**src/rtl/ram_arb_pkg.sv**
```systemverilog
// Shared types and constants for the byte-serialising RAM arbiter.
package ram_arb_pkg;

  localparam int LEN_W  = 2;
  localparam int BYTE_W = 8;
  localparam int WORD_W = 32;

  typedef enum logic [1:0] {IDLE, ISSUE, WAIT, DONE} state_e;

  // Byte count (1..4) to the length-minus-one field carried on req_len.
  function automatic logic [LEN_W-1:0] len_enc(input int unsigned nbytes);
    return LEN_W'(nbytes - 1);
  endfunction

endpackage

```
**src/rtl/ram_arbiter_rr_arbiter.sv**
```systemverilog
// One-hot grant picker: round-robin from ptr, or fixed lowest-index priority
// when RAM_ARB_FIXED_PRIO_EN is defined.
module rr_arbiter #(
  parameter int NUM_CH = 2,
  parameter int PTR_W  = (NUM_CH > 1) ? $clog2(NUM_CH) : 1
) (
  input  logic [NUM_CH-1:0] req,
  input  logic [PTR_W-1:0]  ptr,
  output logic [NUM_CH-1:0] grant
);

`ifdef RAM_ARB_FIXED_PRIO_EN
  logic unused_ptr;
  assign unused_ptr = ^ptr;
  assign grant = req & (~req + NUM_CH'(1));
`else
  // Rotate so ptr sits at bit 0, isolate the lowest set bit, rotate back.
  logic [NUM_CH-1:0] rot_req;
  logic [NUM_CH-1:0] rot_gnt;
  assign rot_req = NUM_CH'({req, req} >> ptr);
  assign rot_gnt = rot_req & (~rot_req + NUM_CH'(1));
  assign grant   = NUM_CH'(({rot_gnt, rot_gnt} << ptr) >> NUM_CH);
`endif

endmodule

```
**src/rtl/ram_arbiter.sv**
```systemverilog
// Multi-channel arbiter serialising 1..4 byte requests onto a byte-wide RAM bus.
// Define RAM_ARB_FIXED_PRIO_EN for fixed lowest-index priority instead of round-robin.
module ram_arbiter
  import ram_arb_pkg::*;
#(
  parameter int NUM_CH = 2,
  parameter int ADDR_W = 32,
  parameter int RD_LAT = 1
) (
  input  logic                     clk_in,
  input  logic                     rst_in,
  input  logic                     rdy_in,
  input  logic [NUM_CH-1:0]        req_valid,
  output logic [NUM_CH-1:0]        req_ready,
  input  logic [NUM_CH-1:0]        req_we,
  input  logic [NUM_CH*ADDR_W-1:0] req_addr,
  input  logic [NUM_CH*2-1:0]      req_len,
  input  logic [NUM_CH*32-1:0]     req_wdata,
  output logic [NUM_CH-1:0]        resp_valid,
  output logic [31:0]              resp_rdata,
  input  logic [7:0]               mem_din,
  output logic [7:0]               mem_dout,
  output logic [ADDR_W-1:0]        mem_a,
  output logic                     mem_wr,
  output logic                     busy
);

  localparam int PTR_W = (NUM_CH > 1) ? $clog2(NUM_CH) : 1;

  state_e              state_reg, state_next;
  logic [PTR_W-1:0]    ptr_reg, ch_reg, gnt_idx;
  logic                we_reg, sel_we;
  logic [ADDR_W-1:0]   addr_reg, sel_addr, mem_a_reg;
  logic [LEN_W-1:0]    len_reg, cnt_reg, sel_len;
  logic [WORD_W-1:0]   wdata_reg, rdata_reg, sel_wdata;
  logic [NUM_CH-1:0]   grant;
  logic                issue, push, last_cap;
  logic                sr_vld_reg [RD_LAT];
  logic [LEN_W-1:0]    sr_idx_reg [RD_LAT];

  logic [ADDR_W-1:0]   ch_addr  [NUM_CH];
  logic [LEN_W-1:0]    ch_len   [NUM_CH];
  logic [WORD_W-1:0]   ch_wdata [NUM_CH];

  for (genvar gi = 0; gi < NUM_CH; gi++) begin : g_unpack
    assign ch_addr[gi]  = req_addr[gi*ADDR_W +: ADDR_W];
    assign ch_len[gi]   = req_len[gi*LEN_W +: LEN_W];
    assign ch_wdata[gi] = req_wdata[gi*WORD_W +: WORD_W];
  end

  rr_arbiter #(.NUM_CH(NUM_CH), .PTR_W(PTR_W)) u_rr_arbiter (
    .req   (req_valid & {NUM_CH{rdy_in && (state_reg == IDLE)}}),
    .ptr   (ptr_reg),
    .grant (grant)
  );

  always_comb begin
    gnt_idx   = '0;
    sel_we    = 1'b0;
    sel_addr  = '0;
    sel_len   = '0;
    sel_wdata = '0;
    for (int k = 0; k < NUM_CH; k++) begin
      if (grant[k]) begin
        gnt_idx   = PTR_W'(k);
        sel_we    = req_we[k];
        sel_addr  = ch_addr[k];
        sel_len   = ch_len[k];
        sel_wdata = ch_wdata[k];
      end
    end
  end

  assign issue    = (state_reg == ISSUE) && rdy_in;
  assign push     = issue && !we_reg;
  assign last_cap = sr_vld_reg[RD_LAT-1] && (sr_idx_reg[RD_LAT-1] == len_reg);

  always_comb begin
    state_next = state_reg;
    req_ready  = '0;
    resp_valid = '0;
    resp_rdata = '0;
    mem_a      = mem_a_reg;
    mem_wr     = 1'b0;
    mem_dout   = '0;
    busy       = (state_reg != IDLE);
    case (state_reg)
      IDLE: begin
        if (|grant) begin
          req_ready  = grant & {NUM_CH{rst_in}};
          state_next = ISSUE;
        end
      end
      ISSUE: begin
        if (rdy_in) begin
          mem_a    = addr_reg + ADDR_W'(cnt_reg);
          mem_wr   = we_reg;
          mem_dout = we_reg ? BYTE_W'(wdata_reg >> (BYTE_W * cnt_reg)) : '0;
          if (cnt_reg == len_reg) state_next = we_reg ? DONE : WAIT;
        end
      end
      WAIT: begin
        if (last_cap) state_next = DONE;
      end
      DONE: begin
        resp_valid = NUM_CH'(1) << ch_reg;
        resp_rdata = we_reg ? '0 : rdata_reg;
        state_next = IDLE;
      end
      default: state_next = IDLE;
    endcase
  end

  always_ff @(posedge clk_in or negedge rst_in) begin
    if (!rst_in) begin
      state_reg <= IDLE;
      ptr_reg   <= '0;
      ch_reg    <= '0;
      we_reg    <= 1'b0;
      addr_reg  <= '0;
      len_reg   <= '0;
      cnt_reg   <= '0;
      wdata_reg <= '0;
      rdata_reg <= '0;
      mem_a_reg <= '0;
    end else begin
      state_reg <= state_next;
      mem_a_reg <= mem_a;
      if ((state_reg == IDLE) && (|grant)) begin
        ch_reg    <= gnt_idx;
        we_reg    <= sel_we;
        addr_reg  <= sel_addr;
        len_reg   <= sel_len;
        wdata_reg <= sel_wdata;
        cnt_reg   <= '0;
        rdata_reg <= '0;
      end
      if (issue) cnt_reg <= cnt_reg + LEN_W'(1);
      if (sr_vld_reg[RD_LAT-1])
        rdata_reg[BYTE_W*sr_idx_reg[RD_LAT-1] +: BYTE_W] <= mem_din;
      if (state_reg == DONE)
        ptr_reg <= (ch_reg == PTR_W'(NUM_CH-1)) ? '0 : ch_reg + PTR_W'(1);
    end
  end

  // Read-byte tracker runs every cycle so capture is independent of rdy_in.
  for (genvar gi = 0; gi < RD_LAT; gi++) begin : g_cap
    if (gi == 0) begin : g_head
      always_ff @(posedge clk_in or negedge rst_in) begin
        if (!rst_in) begin
          sr_vld_reg[gi] <= 1'b0;
          sr_idx_reg[gi] <= '0;
        end else begin
          sr_vld_reg[gi] <= push;
          sr_idx_reg[gi] <= cnt_reg;
        end
      end
    end else begin : g_tail
      always_ff @(posedge clk_in or negedge rst_in) begin
        if (!rst_in) begin
          sr_vld_reg[gi] <= 1'b0;
          sr_idx_reg[gi] <= '0;
        end else begin
          sr_vld_reg[gi] <= sr_vld_reg[gi-1];
          sr_idx_reg[gi] <= sr_idx_reg[gi-1];
        end
      end
    end
  end

endmodule

```
**config.mk**
```make
export PLATFORM = sky130hd
export DESIGN_NAME = ram_arbiter
export DESIGN_NICKNAME = d
export VERILOG_FILES = /design/src/rtl/ram_arb_pkg.sv /design/src/rtl/ram_arbiter_rr_arbiter.sv /design/src/rtl/ram_arbiter.sv
export SDC_FILE = /design/constraint.sdc
export NUM_CORES = 1
export LEC_CHECK = 0
export CORE_MARGIN = 3
export CORE_UTILIZATION = 43
export CTS_CLUSTER_SIZE = 12
export DETAILED_ROUTE_END_ITERATION = 6
export PLACE_DENSITY = 0.82
export SYNTH_ARGS = -nofsm -noshare
export SYNTH_HDL_FRONTEND = slang
export SYNTH_SLANG_ARGS = --single-unit
```
**constraint.sdc**
```tcl
create_clock -name clk_in -period 3.4 [get_ports clk_in]
set_input_delay 0.68 -clock clk_in [delete_from_list [all_inputs] [get_ports clk_in]]
set_output_delay 0.68 -clock clk_in [all_outputs]
set_load 0.05 [all_outputs]
```
After elaboration in Yosys (flattened, before gate mapping). Index checks and enable logic that the tools add are counted.

$add $sub $neg: 5. Eq/ne operators: 9. Shift operators: 6. Mux-type cells: 33. Bitwise logic cells: 4. Reductions and logical operators: 11.

Operator list (count): 32-bit two-way mux (10); 5-bit negator with 34-bit output (1); 8-bit by 34-bit variable shift with 32-bit output (first input constant) (1); 8-bit by 34-bit variable part select with 32-bit output (1); 32-bit by 2-bit adder with 32-bit output (1); 32-bit bitwise mux (1); 32-bit by 5-bit right shift with 8-bit output (1); 8-bit two-way mux (3); 2-bit two-way mux (11); 2-bit one-hot mux with 4 select lines (1); 1-bit two-way mux (7); 2-bit bitwise AND (3); 1-bit logical AND (5); 2-bit by 1-bit adder with 2-bit output (second input constant) (2); 2-bit == test (2); 2-bit == test (second input constant) (2); 2-bit by 1-bit != test with 1-bit output (second input constant) (2); 2-bit != test (second input constant) (2); 4-bit AND reduction (1); 2-bit nonzero test (2); 4-bit by 1-bit left shift with 4-bit output (1); 4-bit by 1-bit right shift with 2-bit output (1); 2-bit by 1-bit == test with 1-bit output (second input constant) (1); 2-bit logical NOT (1); 5 further kinds (5).

Register bits after elaboration: 140. Input bits: 147. Output and inout bits: 78. Logic and storage cells: 80.

Depth between registers and ports, before layout. Gate-level depths: netlist of run 1.

Depth after elaboration: 13. Gate-level depth with buffers: 9. Mapped depth without buffers: 7.

Cells and area by module. From an unflattened synthesis of run 1, not the netlist that was laid out.

Cell total of the unflattened synthesis: 693. Area, all modules: 6884.1 um^2.

By module, submodules not included: ram_arbiter (instances 1, cells an instance 690, area each 6865.3 um^2); rr_arbiter (instances 1, cells an instance 3, area each 18.8 um^2).

Worst setup path after synthesis of run 1. No wires, ideal clock.

Path type: register to output. From: register cnt_reg[1]. To: output mem_a[26]. Arrival: 3.244 ns. Data required time: 2.720 ns. Path slack: -0.524 ns. Stages on the path, launching flop included: 10. Cell sequence: dfrtp_1 buf_1 inv_1 fa_1 and4b_1 buf_2 nand3_1 clkbuf_1 or4_1 a31oi_1.

Word-level cells in the longest chain between the ends: 3.

Ends and longest elaborated chain: start: declaration (RTL line ram_arbiter.sv:34) `logic [LEN_W-1:0] len_reg, cnt_reg, sel_len;`; start signal: assignment (RTL line ram_arbiter.sv:138) `if (issue) cnt_reg <= cnt_reg + LEN_W'(1);`; 32-bit by 2-bit adder with 32-bit output (RTL line ram_arbiter.sv:96) `mem_a = addr_reg + ADDR_W'(cnt_reg);`; 32-bit two-way mux (RTL line ram_arbiter.sv:95) `if (rdy_in) begin`; 32-bit two-way mux (RTL line ram_arbiter.sv:87) `case (state_reg)`; end: declaration (RTL line ram_arbiter.sv:23) `output logic [ADDR_W-1:0] mem_a,`.

Every way passes these cells.

Worst setup path after layout of run 1.
From: register addr_reg[1]. To: output mem_a[29].

Word-level cells in the longest chain between the ends: 3.

Ends and longest elaborated chain: start: declaration (RTL line ram_arbiter.sv:33) `logic [ADDR_W-1:0] addr_reg, sel_addr, mem_a_reg;`; start signal: assignment (RTL line ram_arbiter.sv:132) `addr_reg <= sel_addr;`; 32-bit by 2-bit adder with 32-bit output (RTL line ram_arbiter.sv:96); 32-bit two-way mux (RTL line ram_arbiter.sv:95); 32-bit two-way mux (RTL line ram_arbiter.sv:87).

Every way passes these cells.

==> reports/qor.csv, run 1 <==
metric,value,unit
Total Power Consumption,9.958,mW
floorplan die area,0.01815,mm2
clock buffers created by TritonCTS,17,
root buffer selected by CTS,clkbuf_16,
Remaining DRCs,0,
antenna diode count,0,
required time reported for the critical path endpoint,2.72,ns
violations in the final reports,negative setup slack,
first-pass GRT wire length,32750,um
time the final worst path needs with I/O delays and setup,3.468,ns
overall via count from detail_route,6444,
final net count,1094,
total of max-cap violations,0,
"Top FF cell, synth",dfrtp_1,
Clock Sink Count,140,
"Avg Cell Area, Syn",10.15,um2
largest net degree at the start of global routing,136,
run status,"finished, violations left",
routed len/inst,18.59,um
weighted congestion reported at the end of routability-driven placement,0.8206,
number of synthesized register bits,140,
aggregate global-route resource usage,23.05,%
number of distinct standard cells referenced by the synthesized netlist,43,
crit path launch type,flop,
total negative slack,-0.2168,ns
clock tree buffer depth,2,
CP Class,reg2out,
area growth from synthesis to layout,56.38,%
critical path launch point,addr_reg[1],
P_leak,5.082,nW
netlist area before placement,0.007123,mm2
unrepaired setup endpoints after global routing,yes,
Cell Pwr Density,893.9,mW/mm2
clock network latency to the later pin of the worst-skew pair,0.42,ns
Final Hold Viols,0,
Max-Slew Margin vs Limit,35.23,%
DR pass1 iterations,5,
Critical Path Fanout Max,7,
IR Drop Worst-Case VDD,0.0005168,V
core box area,0.01606,mm2
"Worst Setup Slack, final",-0.06825,ns
die boundary height,134.7,um
DRT Wirelength,21620,um
hold-fix buffers at CTS,0,
data arrival time of the critical path,2.79,ns
Final setup viols,5,
CTS tree,built,
via density per instance,5.541,
gate count of the mapped netlist,702,
net count of the mapped netlist,862,
Post-Place Cell Area,0.01014,mm2
slew of the pin with the lowest slew margin,0.9715,ns
final instance area,0.01114,mm2
synthesis warning total,0,
highest clock rate,0.2883,GHz
HPWL after DPL,14400,um
async set-or-reset flop fraction in the synthesized netlist,100.0,%
portion of the post-synthesis area used by sequential elements,49.18,%
die width,134.7,um
Final period util,102.0,%
path category of the worst min-delay check,in2async,
DRC marker count from the first detailed-route iteration,382,
initial antenna violation count,1,
Core Rows,46,
fraction of final layout cells with drive strength greater than 1,20.59,%
I/O Pins,225,
global route total overflow,0,
count of flip-flops with a built-in enable after synthesis,0,
Starting Density,44.36,%
number of port buffers,224,
number of nets still failing antenna checks after routing,0,
Post-Route Skew,0.01258,ns
startpoint of the most critical register-to-register path,cnt_reg[0],
clock-pin transition on the worst setup and hold timing paths,0.06,ns
Slew Limit Fails,0,
endpoint kind of the worst setup timing path,output pin,
number of global-route vias before repair,6124,
H-tree lvl count,4,
fill cell total of the finished layout,1132,
==> kinds of logic after synthesis <==
kind of cell / Yosys count / synth area share [%]
AOI/OAI and AO/OA: 163 / 14.09
xor gates and xnor gates: 18 / 2.213
adders and majority gates: 13 / 2.389
buffers and inverters: 60 / 3.337
DFF: 140 / 49.18
muxes: 76 / 12.10
and+or+nand+nor: 232 / 16.69
==> cells in the final DEF (no fill, tap or decap), types with 3 or more instances in the layout <==
cell / Yosys / routed
nand4_1: 9 / 9
o21ai_0: 23 / 15
and2_1: 42 / 42
inv_1: 16 / 15
a31oi_1: 17 / 3
o31ai_2: 0 / 4
clkbuf_8: 0 / 3
clkinv_2: 0 / 4
and3_1: 3 / 3
mux4_2: 8 / 8
mux2i_1: 67 / 67
clkbuf_16: 0 / 17
buf_12: 0 / 54
nor4_1: 5 / 5
nand2_1: 31 / 31
dfrtp_1: 140 / 136
xor2_1: 5 / 5
or3_1: 9 / 7
nand3_1: 9 / 7
o21ai_1: 0 / 6
nor2b_1: 4 / 4
a31oi_4: 0 / 11
bufinv_16: 0 / 4
o31ai_1: 10 / 6
nor3_1: 3 / 3
dfrtp_2: 0 / 4
or4_4: 2 / 9
buf_4: 0 / 51
a31oi_2: 0 / 3
a22o_1: 32 / 32
ha_1: 12 / 11
clkdlybuf4s50_1: 0 / 148
a21oi_1: 75 / 75
xnor2_1: 13 / 13
nor2_1: 93 / 93
or4_1: 11 / 4
==> worst max-delay path, stage by stage (launching register included) <==
cell and delay, ns:
dfrtp_1 0.41, ha_1 0.29, a21oi_1 0.17, or4_4 0.53, or4_4 0.53, a31oi_4 0.26
buf_12 0.17
==> per-stage QoR <==
step	cells	setup slack, ns	utilization (%)	hold WS [ns]
after global placement	1115	0.1215	63.18	0.4753
after global routing	1163	-0.1513	69.37	0.5102
after detailed placement	1115	0.04767	63.18	0.4778
final	1163	-0.06825	69.37	0.4960
after floorplan	702	-0.1274	-	0.3844
after CTS	1154	-0.09149	68.17	0.4960
==> layout make-up <==
type | instances | area [um2] | share of cell area, %
multi-input cells | 504 | 3697 | 33.19
flip-flops and latches | 140 | 3508 | 31.50
repair buffers | 255 | 2968 | 26.64
clock buffers | 21 | 470.5 | 4.223
well taps | 216 | 270.3 | 2.426
clock inverters | 11 | 165.2 | 1.483
inverters | 16 | 60.06 | 0.5391
==> final timing paths <==
kind / end / cells after the start / slack [ns]
min reg2reg: rdata_reg[15] / 1 / 0.50
max reg2reg: mem_a_reg[20] / 10 / 0.89
max: mem_a[29] / 6 / -0.07
min: rdata_reg[17] / 2 / 0.50
max in group asynchronous: addr_reg[21] / 2 / 2.16
min in group clk_in: rdata_reg[15] / 1 / 0.50
==> Yosys cell counts (2+ instances only) <==
| master | number | share of area, % |
|---|---|---|
| a21oi_1 | 75 | 5.3 |
| a22o_1 | 32 | 3.9 |
| a31oi_1 | 17 | 1.5 |
| and2_1 | 42 | 3.7 |
| and3_1 | 3 | 0.26 |
| and4_1 | 2 | 0.25 |
| and4b_1 | 2 | 0.28 |
| buf_1 | 16 | 0.84 |
| buf_2 | 4 | 0.28 |
| clkbuf_1 | 23 | 1.2 |
| dfrtp_1 | 140 | 49 |
| ha_1 | 12 | 2.1 |
| inv_1 | 16 | 0.84 |
| mux2i_1 | 67 | 9.4 |
| mux4_2 | 8 | 2.5 |
| nand2_1 | 31 | 1.6 |
| nand3_1 | 9 | 0.63 |
| nand4_1 | 9 | 0.79 |
| nand4_2 | 2 | 0.35 |
| nand4b_1 | 2 | 0.25 |
| nor2_1 | 93 | 4.9 |
| nor2b_1 | 4 | 0.35 |
| nor3_1 | 3 | 0.21 |
| nor4_1 | 5 | 0.44 |
| o21ai_0 | 23 | 1.6 |
| o31ai_1 | 10 | 1.1 |
| or3_1 | 9 | 0.79 |
| or4_1 | 11 | 1.2 |
| or4_4 | 2 | 0.32 |
| xnor2_1 | 13 | 1.6 |
| xor2_1 | 5 | 0.61 |
==> report_power, final <==
| part | switching (mW) | internal [mW] |
|---|---|---|
| Sequential | 0.563 | 2.34 |
| Combinational | 2.73 | 2.31 |
| Clock | 0.719 | 1.28 |
| Total | 4.02 | 5.94 |
==> repair_timing <==
item	4_1_cts	5_1_grt
cloned	1	1
pin swaps	6	9
resized for setup	21	26
setup endpoints to repair	12	19
buffers inserted	6	8
==> per-layer routing <==
layer	wire length, um	share of wire (%)	global-route usage, %	vias to the layer above
li1	-	-	-	2991
met1	8909	41	30.47	3140
met2	10570	49	37.08	276
met3	1768	8.2	6.371	37
met4	377	1.7	7.353	0
met5	0	0	0	-
Power figures use the tool's default switching activity.
==> inputs of run 2 (changes only) <==
- CTS_CLUSTER_SIZE: 12 -> default
==> results of run 2 <==
Final layout, timing and power as in run 1 (identical DEF).
